$ cat src/rtl/alu_issue_queue.sv
// alu_issue_queue: small request FIFO feeding a combinational ALU,
// with a registered, handshaked result stage tagged by select and error.
module alu_issue_queue #(
  parameter int DEPTH = 4,
  parameter int PTR_W = 2
) (
  input  logic             clk,
  input  logic             rst,
  input  logic             in_valid,
  output logic             in_ready,
  input  logic [7:0]       in_a,
  input  logic [7:0]       in_b,
  input  logic [2:0]       in_sel,
  output logic [7:0]       alu_a,
  output logic [7:0]       alu_b,
  output logic [2:0]       alu_sel,
  input  logic [7:0]       alu_out,
  output logic             res_valid,
  input  logic             res_ready,
  output logic [7:0]       res_data,
  output logic [2:0]       res_sel,
  output logic             res_err,
  output logic [PTR_W:0]   count
);

  localparam logic [PTR_W:0] FULL = (PTR_W+1)'(DEPTH);

  logic [18:0]      mem_q [DEPTH];
  logic [PTR_W-1:0] wr_ptr_q, wr_ptr_d;
  logic [PTR_W-1:0] rd_ptr_q, rd_ptr_d;
  logic [PTR_W:0]   count_q, count_d;
  logic             res_valid_q, res_valid_d;
  logic [7:0]       res_data_q, res_data_d;
  logic [2:0]       res_sel_q, res_sel_d;
  logic             res_err_q, res_err_d;

  logic        empty;
  logic        push;
  logic        pop;
  logic        div0;
  logic [18:0] head;

  assign empty    = (count_q == '0);
  assign in_ready = (count_q != FULL);
  assign push     = in_valid && in_ready;
  assign pop      = !empty && (!res_valid_q || res_ready);
  assign head     = mem_q[rd_ptr_q];
  assign div0     = (alu_sel == 3'b111) && (alu_b == 8'h00);

  assign count     = count_q;
  assign res_valid = res_valid_q;
  assign res_data  = res_data_q;
  assign res_sel   = res_sel_q;
  assign res_err   = res_err_q;

  // Head entry drives the ALU; zeros when nothing is queued.
  always_comb begin
    alu_a   = 8'h00;
    alu_b   = 8'h00;
    alu_sel = 3'b000;
    if (!empty) begin
      alu_a   = head[7:0];
      alu_b   = head[15:8];
      alu_sel = head[18:16];
    end
  end

  // Storage write; contents are don't-care after reset.
  always_ff @(posedge clk) begin
    if (push) mem_q[wr_ptr_q] <= {in_sel, in_b, in_a};
  end

  // Pointer and occupancy next state.
  always_comb begin
    wr_ptr_d = wr_ptr_q;
    rd_ptr_d = rd_ptr_q;
    count_d  = count_q;
    if (push) wr_ptr_d = wr_ptr_q + 1'b1;
    if (pop)  rd_ptr_d = rd_ptr_q + 1'b1;
    case ({push, pop})
      2'b10:   count_d = count_q + 1'b1;
      2'b01:   count_d = count_q - 1'b1;
      default: count_d = count_q;
    endcase
  end

  // Result register: load on pop, clear valid when consumed alone.
  always_comb begin
    res_valid_d = res_valid_q;
    res_data_d  = res_data_q;
    res_sel_d   = res_sel_q;
    res_err_d   = res_err_q;
    if (pop) begin
      res_valid_d = 1'b1;
      res_sel_d   = alu_sel;
      res_data_d  = div0 ? 8'hFF : alu_out;
      res_err_d   = div0;
    end else if (res_valid_q && res_ready) begin
      res_valid_d = 1'b0;
    end
  end

  // State registers with asynchronous clear.
  always_ff @(posedge clk or posedge rst) begin
    if (rst) begin
      wr_ptr_q    <= '0;
      rd_ptr_q    <= '0;
      count_q     <= '0;
      res_valid_q <= 1'b0;
      res_data_q  <= 8'h00;
      res_sel_q   <= 3'b000;
      res_err_q   <= 1'b0;
    end else begin
      wr_ptr_q    <= wr_ptr_d;
      rd_ptr_q    <= rd_ptr_d;
      count_q     <= count_d;
      res_valid_q <= res_valid_d;
      res_data_q  <= res_data_d;
      res_sel_q   <= res_sel_d;
      res_err_q   <= res_err_d;
    end
  end

endmodule

$ cat config.mk
export PLATFORM = sky130hd
export DESIGN_NAME = alu_issue_queue
export DESIGN_NICKNAME = d
export VERILOG_FILES = /design/src/rtl/alu_issue_queue.sv
export SDC_FILE = /design/constraint.sdc
export NUM_CORES = 1
export LEC_CHECK = 0
export ABC_AREA = 1
export CORE_UTILIZATION = 57
export CTS_CLUSTER_DIAMETER = 150
export CTS_CLUSTER_SIZE = 10
export DETAILED_ROUTE_END_ITERATION = 8
export GPL_ROUTABILITY_DRIVEN = 0
export PLACE_DENSITY = 0.84
export SYNTH_ARGS = -nofsm -noshare
export SYNTH_HDL_FRONTEND = slang
export SYNTH_SLANG_ARGS = --single-unit
$ cat constraint.sdc
create_clock -name clk -period 5.84 [get_ports clk]
set_input_delay 0.584 -clock clk [delete_from_list [all_inputs] [get_ports clk]]
set_output_delay 0.584 -clock clk [all_outputs]
set_load 0.01 [all_outputs]
==> results of run 1 <==
==> per-stage QoR <==
stage / total power, µW / cell area (µm²) / setup slack (ns) / utilization [%]
finish: 2730 / 5040 / 2.35 / 73.4
global route: 2910 / 5040 / 2.22 / 73.4
CTS: 2740 / 5040 / 2.42 / 73.4
detailed placement: 2260 / 4820 / 2.75 / 70.2
global placement: 2200 / 4820 / 2.81 / 70.2
floorplan: 1720 / 4090 / 3.68 / -
==> cells by family after synthesis <==
family,synth area share [%]
AO/OA/AOI/OAI,4.90
XOR/XNOR,0.858
adder cells (fa/ha/maj),2.02
buffers and inverters,6.16
flip-flops,68.1
AND/OR/NAND/NOR,17.9
==> power breakdown <==
| group | total [µW] | switching, µW | internal [µW] | leakage (µW) |
|---|---|---|---|---|
| clock network | 472 | 229 | 244 | 0.000107 |
| logic | 1240 | 705 | 532 | 0.00104 |
| registers | 1020 | 95.9 | 924 | 0.000924 |
==> synth_stat cells, types with 3 or more instances <==
master	number
nand2_1	91
edfxtp_1	76
nor2_1	66
inv_1	44
o21ai_0	22
nand3_1	21
dfrtp_1	20
a21oi_1	18
buf_2	6
ha_1	5
buf_1	3
clkbuf_1	3
==> layout make-up <==
class	count	area [µm²]	share of cell area, %
clock buffers	10	128	2.53
inverters	46	173	3.42
well taps	96	120	2.38
clock inverters	6	90.1	1.79
flip-flops and latches	96	2780	55.2
repair buffers	71	698	13.8
multi-input cells	232	1050	20.8
==> routing by layer <==
metal / wire (µm) / vias to the layer above
met2: 4410 / 131
li1: - / 1392
met3: 591 / 22
met1: 3330 / 1363
met5: 0 / -
met4: 194 / 0
==> worst max-delay path: cells and delay by family, from the launching register on <==
| kind | cells | cell delay [ns] |
|---|---|---|
| buffers and inverters | 2 | 1.13 |
| DFF | 1 | 0.85 |
| and+or+nand+nor | 3 | 0.57 |
==> cells in the final DEF, fill, tap and decap left out, types with 5 or more instances in the layout <==
master,n
clkbuf_8,9
inv_1,44
nor2_1,66
a21oi_1,18
edfxtp_1,76
nand2_1,91
buf_4,5
clkdlybuf4s50_1,66
o21ai_0,22
nand3_1,21
dfrtp_1,20
ha_1,5
==> state kept, by name, summed over array words and instances, names as in the netlist <==
register / cells
rd_ptr_q: 2
res_data: 8
mem_q: 76
res_valid: 1
wr_ptr_q: 2
count: 3
res_err: 1
res_sel: 3
==> path summary, 6_finish.rpt <==
kind | cells past startpoint | start | slack, ns | endpoint
worst max register to register | 8 | count[1]$_DFFE_PP0P_ | 2.75 | count[1]$_DFFE_PP0P_
min in group asynchronous | 2 | rst | 0.66 | res_sel[1]$_DFFE_PP0P_
worst max-delay path | 5 | rd_ptr_q[1]$_DFFE_PP0P_ | 2.35 | alu_sel[1]
max in group asynchronous | 2 | rst | 4.69 | res_data[0]$_DFFE_PP0P_
worst min-delay path | 2 | res_sel[0]$_DFFE_PP0P_ | 0.50 | res_sel[0]$_DFFE_PP0P_
worst min register to register | 2 | res_sel[0]$_DFFE_PP0P_ | 0.50 | res_sel[0]$_DFFE_PP0P_
==> impl_results.md, run 1 <==
- Drt wl/cell: 15.3 µm
- Final wirelength: 8530 µm
- # fillers: 498
- Area grow syn2layout: 23.4%
- Setup repair bufs after CTS: 0
- Non-filler cells, final: 557
- GR Util met2: 43.9%
- DR vias/cell: 5.22
- Number of synthesized flops with an enable pin: 76
- Status: finished clean
- Worst setup EP type: output pin
- Placed Instances: 541
- CTS hold repair buffers: 0
- Slew margin rel.: 48.2%
- Cell count after synthesis: 389
- Min Tclk post-route: 3.49 ns
- Synth unique cells: 21
- Cell row count: 30
- Met3 capacity usage during global routing: 5.71%
- Global routing's busiest layer: met2
- Ys async rst share: 20.8%
- F_max: 0.286 GHz
- Synth area leaders: edfxtp_1, dfrtp_1, nand2_1
- Ratio of cells with drive above 1 in the final layout: 5.21%
- Cts repair resizes: 0
- All-Layer GR Usage: 24.8%
- Hold WC Path Type: register to register
- Htree depth: 3
- Initial DRC count: 299
- Final Cycle Share: 59.8%
- Most used DFF post-synth: edfxtp_1
- Req. time, crit path: 5.26 ns
- Setup TNS: 0 ns
- Crit start category: register
- Clock Pin Slew Worst Setup and Hold Paths: 0.08 ns
- Final setup viols: 0
- Vias in the first global route: 2973
- Die Span Y: 86.7 µm
- Total of max-cap violations: 0
- Die width: 86.7 µm
- Power per cell area: 541 nW/µm²
- Crit Path Category: register to output pin
- Pin count of the biggest net entering global routing: 41
- Worst vdd ir: 0.254 mV
- Post-Synthesis Cell Area: 4090 µm²
- Core area: 6870 µm²
- Crit path largest cell delay: 0.85 ns
- #FFs+latches synth: 96
- Final hold vios: 0
- Worst skew pair latency: 0.36 ns
- Clk sinks: 96
- TritonCTS Buffers: 9
- Critical-path cell list: inv_1 -> nand3_1 -> nand2_1 -> nor2_1 -> clkdlybuf4s50_1
- Pleak: 0.00207 µW
- Clk_skew: 0.0134 ns
- Antenna diodes: 0
- Final HPWL DP: 5410 µm
- DRC Markers: 0
- IO buf count: 66
- Mean Syn Cell Area: 10.5 µm²
- Root Driver: clkbuf_8
- Vias: 2908
- Syn nets: 426
- Met1 global-route usage: 29.3%
- DIE AREA: 7510 µm²
- Initial core utilization: 59.5%
- CTS tree: yes
- Slew Limit Fails: 0
- Initial antenna violation count: 0
- Final global-route overflow total: 0
- Top cell type's share of synthesized area: 55.9%
- # IOs: 67
- WHS: 0.497 ns
- Critical Path Slowest Stage Cell: dfrtp_1
- First-pass GRT wire length: 13800 µm
- Measured slew at the worst slew-check pin: 0.777 ns
- Antenna-violating nets left: 0
- Sequential fraction of the synthesis area: 68.1%
- Yosys warning count: 0
- Clock buffer depth: 2
- DRT Pass-1 Iters: 5
- Arr. time, crit path: 2.91 ns
- Worst Path Max Fanout: 22
- Yosys top cell by area: edfxtp_1
- Final net count: 493
- RSZ-0062 raised after global routing: no
Power figures use the tool's default switching activity.
==> run 2, diff against run 1 <==
--- a/config.mk
+++ b/config.mk
@@ -6,12 +6,12 @@
 export NUM_CORES = 1
 export LEC_CHECK = 0
 export ABC_AREA = 1
-export CORE_UTILIZATION = 57
+export CORE_UTILIZATION = 53
 export CTS_CLUSTER_DIAMETER = 150
 export CTS_CLUSTER_SIZE = 10
 export DETAILED_ROUTE_END_ITERATION = 8
 export GPL_ROUTABILITY_DRIVEN = 0
-export PLACE_DENSITY = 0.84
+export PLACE_DENSITY = 0.79
 export SYNTH_ARGS = -nofsm -noshare
 export SYNTH_HDL_FRONTEND = slang
 export SYNTH_SLANG_ARGS = --single-unit
==> constraint.sdc (replaced) <==
create_clock -name clk -period 3.6 [get_ports clk]
set_input_delay 0.36 -clock clk [delete_from_list [all_inputs] [get_ports clk]]
set_output_delay 0.36 -clock clk [all_outputs]
set_load 0.01 [all_outputs]
==> run 2 against run 1 <==
  * Global-route usage down 2.3 points
  * Total power up 68%
  * First-iteration DRC count down 30%
  * Via count down 1.4%
  * Clock skew down 0.0062 ns
  * Die area up 7.4%
  * Sequential power up 59%
  * Worst setup slack worse by 1.4 ns
  * Final area up 1.5%
  * Critical path depth up 1
  * Largest cell class unchanged
  * Highest routed layer unchanged
==> impl_results.md, run 2 (synthesized netlist as in run 1, its figures left out) <==
- Worst skew pair latency: 0.36 ns (about the same)
- Number of flip-flops in the largest register: 76 (unchanged)
- Final hold vios: 0 (unchanged)
- Status: finished clean (unchanged)
- Final Cycle Share: 73.9%
- Register name with the most flops: mem_q (unchanged)
- Slew margin rel.: 41.3% (was 48.2%)
- Drt wl/cell: 14.8 µm (was 15.3 µm)
- Worst Reg-to-Reg Cells: 10 (was 8)
- Final global-route overflow total: 0 (unchanged)
- Initial antenna violation count: 0 (unchanged)
- Critical-path cell list: inv_1 -> nand3_1 -> nand2_1 -> nand2_1 -> inv_1 -> clkdlybuf4s50_1 (was inv_1 -> nand3_1 -> nand2_1 -> nor2_1 -> clkdlybuf4s50_1)
- Antenna diodes: 0 (unchanged)
- Worst Path Max Fanout: 20 (was 22)
- Req. time, crit path: 3.24 ns (was 5.26 ns)
- Most frequent cells in the layout: nand2_1, edfxtp_1, nor2_1, clkdlybuf4s50_1, inv_1 (unchanged)
- Final net count: 496 (was 493)
- DIE AREA: 8060 µm² (was 7510 µm²)
- Ratio of cells with drive above 1 in the final layout: 6.03% (was 5.21%)
- Placed Instances: 547 (was 541)
- Initial DRC count: 209 (was 299)
- Clk_skew: 0.00716 ns (was 0.0134 ns)
- Cell row count: 31 (was 30)
- Vias: 2866 (was 2908)
- Worst reg2reg endpoint: count[2]$_DFFE_PP0P_ (was count[1]$_DFFE_PP0P_)
- IO buf count: 66 (unchanged)
- Slew Limit Fails: 0 (unchanged)
- Fin util: 69.4% (was 73.4%)
- Core area: 7370 µm² (was 6870 µm²)
- Measured slew at the worst slew-check pin: 0.877 ns (was 0.777 ns)
- Worst setup EP type: output pin (unchanged)
- # IOs: 67 (unchanged)
- Total of max-cap violations: 0 (unchanged)
- DRT Pass-1 Iters: 4 (was 5)
- Internal power: 2910 µW (was 1700 µW)
- Final wirelength: 8360 µm (was 8530 µm)
- DRC Markers: 0 (unchanged)
- Crit path largest cell delay: 0.55 ns (was 0.85 ns)
- Crit start category: register (unchanged)
- Antenna-violating nets left: 0 (unchanged)
- Clk sinks: 96 (unchanged)
- CTS tree: yes (unchanged)
- Pleak: 0.00211 µW (was 0.00207 µW)
- RSZ-0062 raised after global routing: no (unchanged)
- F_max: 0.376 GHz
- Setup repair bufs after CTS: 0 (unchanged)
- Power share of the combinational group: 45.0% (was 45.3%)
- TritonCTS Buffers: 9 (unchanged)
- Final setup viols: 0 (unchanged)
- Area grow syn2layout: 25.2% (was 23.4%)
- Root Driver: clkbuf_8 (unchanged)
- All-Layer GR Usage: 22.5% (was 24.8%)
- Min Tclk post-route: 2.66 ns
- CTS hold repair buffers: 0 (unchanged)
- DR vias/cell: 5.09 (was 5.22)
- Crit Path Category: register to output pin (unchanged)
- Pin count of the biggest net entering global routing: 40 (was 41)
- Sw frac: 36.3% (was 37.7%)
- Setup TNS: 0 ns (unchanged)
- Clock power share: 19.6% (was 17.3%)
- Cts repair resizes: 0 (unchanged)
- Hold WC Path Type: input pin to async pin (was register to register)
- First-pass GRT wire length: 13800 µm (about the same)
- Arr. time, crit path: 2.30 ns (was 2.91 ns)
- FF-to-FF Start: count[0]$_DFFE_PP0P_ (was count[1]$_DFFE_PP0P_)
- Power per cell area: 894 nW/µm² (was 541 nW/µm²)
- Flop2flop setup slack: 1.12 ns (was 2.75 ns)
- Worst vdd ir: 0.393 mV (was 0.254 mV)
- Die Span Y: 89.8 µm (was 86.7 µm)
- Switching Power: 1660 µW (was 1030 µW)
- Sequential Power Share: 35.4% (was 37.4%)
- Clock Pin Slew Worst Setup and Hold Paths: 0.09 ns (was 0.08 ns)
- # fillers: 529 (was 498)
- Critical Path Slowest Stage Cell: clkdlybuf4s50_1 (was dfrtp_1)
- Clock buffer depth: 2 (unchanged)
- Die width: 89.8 µm (was 86.7 µm)
- Final HPWL DP: 5440 µm (was 5410 µm)
- Htree depth: 3 (unchanged)
- Non-filler cells, final: 563 (was 557)
- Vias in the first global route: 2854 (was 2973)
- Initial core utilization: 55.4% (was 59.5%)
- Most common cell after layout, fill and taps aside: nand2_1 (unchanged)
[run 2: cell types whose count changed in the layout (fill, tap and decap cells not counted), sizes merged]
cell,before,now
inv,48,47
buf,5,8
clkbuf,10,9
bufinv,2,4
[run 2: area by class of cell]
type	count	area, µm²	area share, %
multi-input cells	232	1050	20.5
repair buffers	74	721	14.1
clock inverters	7	141	2.76
clock buffers	9	124	2.42
flip-flops and latches	96	2780	54.4
inverters	46	173	3.37
well taps	99	124	2.42
[run 2: power by group through the flow]
stage	Sequential [µW]	Combinational, µW	Clock [µW]
after floorplan	1670	1120	0
after global placement	1630	2000	0
after detailed placement	1640	2060	0
after CTS	1620	2070	909
after global routing	1650	2270	959
final	1620	2060	897
[run 2: metrics by stage]
step	setup WS (ns)	hold slack (ns)	instance area, µm²	power, µW
detailed placement	0.854	0.473	4850	3700
finish	0.941	0.430	5120	4570
CTS	0.926	0.438	5120	4600
floorplan	1.44	0.324	4090	2790
global placement	0.942	0.471	4850	3620
global route	0.748	0.474	5120	4880
[run 2: metal layers]
| metal | track usage, % | vias up | part of all wire [%] |
|---|---|---|---|
| met5 | 0 | - | 0 |
| met4 | 13.0 | 0 | 2.2 |
| met3 | 3.55 | 15 | 7.4 |
| met2 | 35.8 | 108 | 48 |
| met1 | 29.6 | 1340 | 42 |
| li1 | - | 1403 | - |
[run 2: worst max path at each step]
stage                             from               endpoint  cells past startpoint
2_1_floorplan     count[0]$_DFFE_PP0P_  mem_q[0][0]$_DFFE_PP_                      4
3_5_place_dp                 res_ready   count[2]$_DFFE_PP0P_                     11
5_1_grt        rd_ptr_q[1]$_DFFE_PP0P_               alu_b[3]                      4
4_1_cts        rd_ptr_q[1]$_DFFE_PP0P_               alu_b[3]                      4
6_report       rd_ptr_q[1]$_DFFE_PP0P_               alu_b[0]                      6
3_3_place_gp                 res_ready   count[2]$_DFFE_PP0P_                     11
[run 2: critical path, delay by kind of cell (launching register included)]
family        cells  cell delay [ns]
simple gates      3             0.38
buf+inv           3             1.17
flops             1             0.38
==> run 3, diff against run 2 <==
==> constraint.sdc (replaced) <==
create_clock -name clk -period 2.55 [get_ports clk]
set_input_delay 0.255 -clock clk [delete_from_list [all_inputs] [get_ports clk]]
set_output_delay 0.255 -clock clk [all_outputs]
set_load 0.01 [all_outputs]
==> run 3 against run 2 <==
  * Final cell count rose by 0.89%
  * Sequential share of layout area rose by 0.36 points
  * First-iteration DRC count did not move
  * Clock power rose by 6.6%
  * Core utilization fell by 0.46 points
  * Global-route usage fell by 0.064 points
  * Worst setup slack got worse by 0.79 ns
  * Sequential power rose by 41%
  * Total power rose by 36%
  * Worst hold slack got worse by 0.090 ns
  * Die area did not move
  * Highest routed layer unchanged
==> impl_results.md, run 3 (synthesized netlist as in run 1, its figures left out) <==
- Internal power: 3860 µW (was 2910 µW)
- First-pass GRT wire length: 13900 µm (was 13800 µm)
- DRT Pass-1 Iters: 8 (was 4)
- Sw frac: 38.1% (was 36.3%)
- Ratio of cells with drive above 1 in the final layout: 6.82% (was 6.03%)
- Area grow syn2layout: 24.4% (was 25.2%)
- Clock Pin Slew Worst Setup and Hold Paths: 0.09 ns (about the same)
- Hold WC Path Type: input pin to async pin (unchanged)
- Final global-route overflow total: 0 (unchanged)
- Clk sinks: 96 (unchanged)
- Core area: 7370 µm² (unchanged)
- All-Layer GR Usage: 22.5% (about the same)
- Drt wl/cell: 15.3 µm (was 14.8 µm)
- Crit Path Category: register to output pin (unchanged)
- Worst skew pair latency: 0.35 ns (was 0.36 ns)
- Final wirelength: 8680 µm (was 8360 µm)
- Vias: 2892 (was 2866)
- Die width: 89.8 µm (unchanged)
- Initial DRC count: 209 (unchanged)
- Status: finished clean (unchanged)
- Register name with the most flops: mem_q (unchanged)
- Worst Path Max Fanout: 8 (was 20)
- Slew margin rel.: 49.3% (was 41.3%)
- Multi-input combinational cell area: 1050 µm² (unchanged)
- Most common cell after layout, fill and taps aside: nand2_1 (unchanged)
- Measured slew at the worst slew-check pin: 0.760 ns (was 0.877 ns)
- # fillers: 553 (was 529)
- Worst setup EP type: output pin (unchanged)
- Clock buffer depth: 2 (unchanged)
- Min Tclk post-route: 2.39 ns
- Pin count of the biggest net entering global routing: 40 (unchanged)
- Final hold vios: 0 (unchanged)
- Clk_skew: 0.00649 ns (was 0.00716 ns)
- Power per cell area: 1230 nW/µm² (was 894 nW/µm²)
- DIE AREA: 8060 µm² (unchanged)
- Crit start category: register (unchanged)
- Antenna-violating nets left: 0 (unchanged)
- IO buf count: 66 (unchanged)
- Final Cycle Share: 93.9%
- Seq. cell area: 2780 µm² (unchanged)
- Most frequent cells in the layout: nand2_1, edfxtp_1, nor2_1, clkdlybuf4s50_1, inv_1 (unchanged)
- Final HPWL DP: 5580 µm (was 5440 µm)
- Initial antenna violation count: 0 (unchanged)
- Setup TNS: 0 ns (unchanged)
- Pleak: 0.00210 µW (was 0.00211 µW)
- Setup repair bufs after CTS: 0 (unchanged)
- Power share of the combinational group: 47.9% (was 45.0%)
- Number of flip-flops in the largest register: 76 (unchanged)
- DR vias/cell: 5.09 (about the same)
- Post-Layout Inst Area: 5080 µm² (was 5120 µm²)
- Sequential Power Share: 36.7% (was 35.4%)
- WHS: 0.340 ns (was 0.430 ns)
- Arr. time, crit path: 2.14 ns (was 2.30 ns)
- Total of max-cap violations: 0 (unchanged)
- Worst vdd ir: 0.482 mV (was 0.393 mV)
- CTS hold repair buffers: 0 (unchanged)
- # IOs: 67 (unchanged)
- Root Driver: clkbuf_8 (unchanged)
- Final net count: 501 (was 496)
- Cell row count: 31 (unchanged)
- Htree depth: 3 (unchanged)
- RSZ-0062 raised after global routing: no (unchanged)
- DRC Markers: 0 (unchanged)
- CTS tree: yes (unchanged)
- Die Span Y: 89.8 µm (unchanged)
- Slew Limit Fails: 0 (unchanged)
- Final setup viols: 0 (unchanged)
- Slack of the critical path: 0.155 ns (was 0.941 ns)
- Antenna diodes: 0 (unchanged)
- Area post-placement: 4890 µm² (was 4850 µm²)
- Clock power share: 15.4% (was 19.6%)
- Vias in the first global route: 2828 (was 2854)
- F_max: 0.418 GHz
- Pre-CTS WS: 0.429 ns (was 0.854 ns)
- Req. time, crit path: 2.30 ns (was 3.24 ns)
- Initial core utilization: 55.4% (unchanged)
- Switching Power: 2370 µW (was 1660 µW)
- TritonCTS Buffers: 9 (unchanged)
## run 3: cell count changes in the layout (fill, tap and decap cells not counted)
| cell | before | now |
|---|---|---|
| clkbuf_1 | 0 | 1 |
| buf_6 | 0 | 1 |
| clkinvlp_4 | 1 | 2 |
| inv_4 | 0 | 1 |
| clkinv_2 | 1 | 3 |
| buf_4 | 8 | 12 |
| bufinv_16 | 4 | 1 |
| inv_6 | 1 | 0 |
| inv_2 | 2 | 1 |
## run 3: worst paths after layout
| path | from | depth (start not counted) | slack [ns] | to |
|---|---|---|---|---|
| worst max-delay path | rd_ptr_q[1]$_DFFE_PP0P_ | 5 | 0.16 | alu_b[3] |
| worst min-delay path | rst | 2 | 0.34 | count[2]$_DFFE_PP0P_ |
| worst max register to register | count[0]$_DFFE_PP0P_ | 9 | 0.50 | count[2]$_DFFE_PP0P_ |
| worst min register to register | res_sel[0]$_DFFE_PP0P_ | 2 | 0.49 | res_sel[0]$_DFFE_PP0P_ |
| max in group asynchronous | rst | 2 | 1.73 | rd_ptr_q[0]$_DFFE_PP0P_ |
| min in group clk | res_sel[0]$_DFFE_PP0P_ | 2 | 0.49 | res_sel[0]$_DFFE_PP0P_ |
## run 3: worst max-delay path, cell delays in order, from the launching register on
cell             delay [ns]
dfrtp_1                0.39
inv_1                  0.25
buf_4                  0.23
nand3_1                0.10
a21oi_1                0.21
clkdlybuf4s50_1        0.61
## run 3: power by group through the flow
stage / registers, µW / logic (µW) / clock network [µW]
detailed placement: 2320 / 2970 / 0
global placement: 2300 / 2880 / 0
CTS: 2280 / 2980 / 968
global route: 2330 / 3270 / 1030
floorplan: 2360 / 1580 / 0
finish: 2290 / 2980 / 956
## run 3: cell type report
cell class | instances | area share [%]
Sequential cell | 96 | 54.8
Timing Repair Buffer | 79 | 15.0
Tap cell | 99 | 2.44
Clock buffer | 10 | 2.51
Clock inverter | 6 | 1.18
Multi-Input combinational cell | 232 | 20.7
Inverter | 46 | 3.45
## run 3: repair_timing
item | in CTS | in global routing
resized for setup | 0 | 3
setup endpoints to repair | 0 | 9
hold endpoints to repair | 0 | 0
## run 3: metal layers
metal  global-route usage, %  wire length (µm)  up-vias  share of wire [%]
li1                        -                 -     1408                  -
met1                    28.7              3520     1337                 41
met2                    38.6              4400      138                 51
met3                    4.48               669        9                7.7
met4                    7.10                91        0                1.0
met5                       0                 0        -                  0
## run 3: per-stage QoR
stage               power (µW)  std cells  utilization, %
global placement          5180        552            66.3
detailed placement        5290        552            66.3
finish                    6230        568            69.0
CTS                       6240        568            68.9
floorplan                 3930        389               -
global route              6630        568            69.0
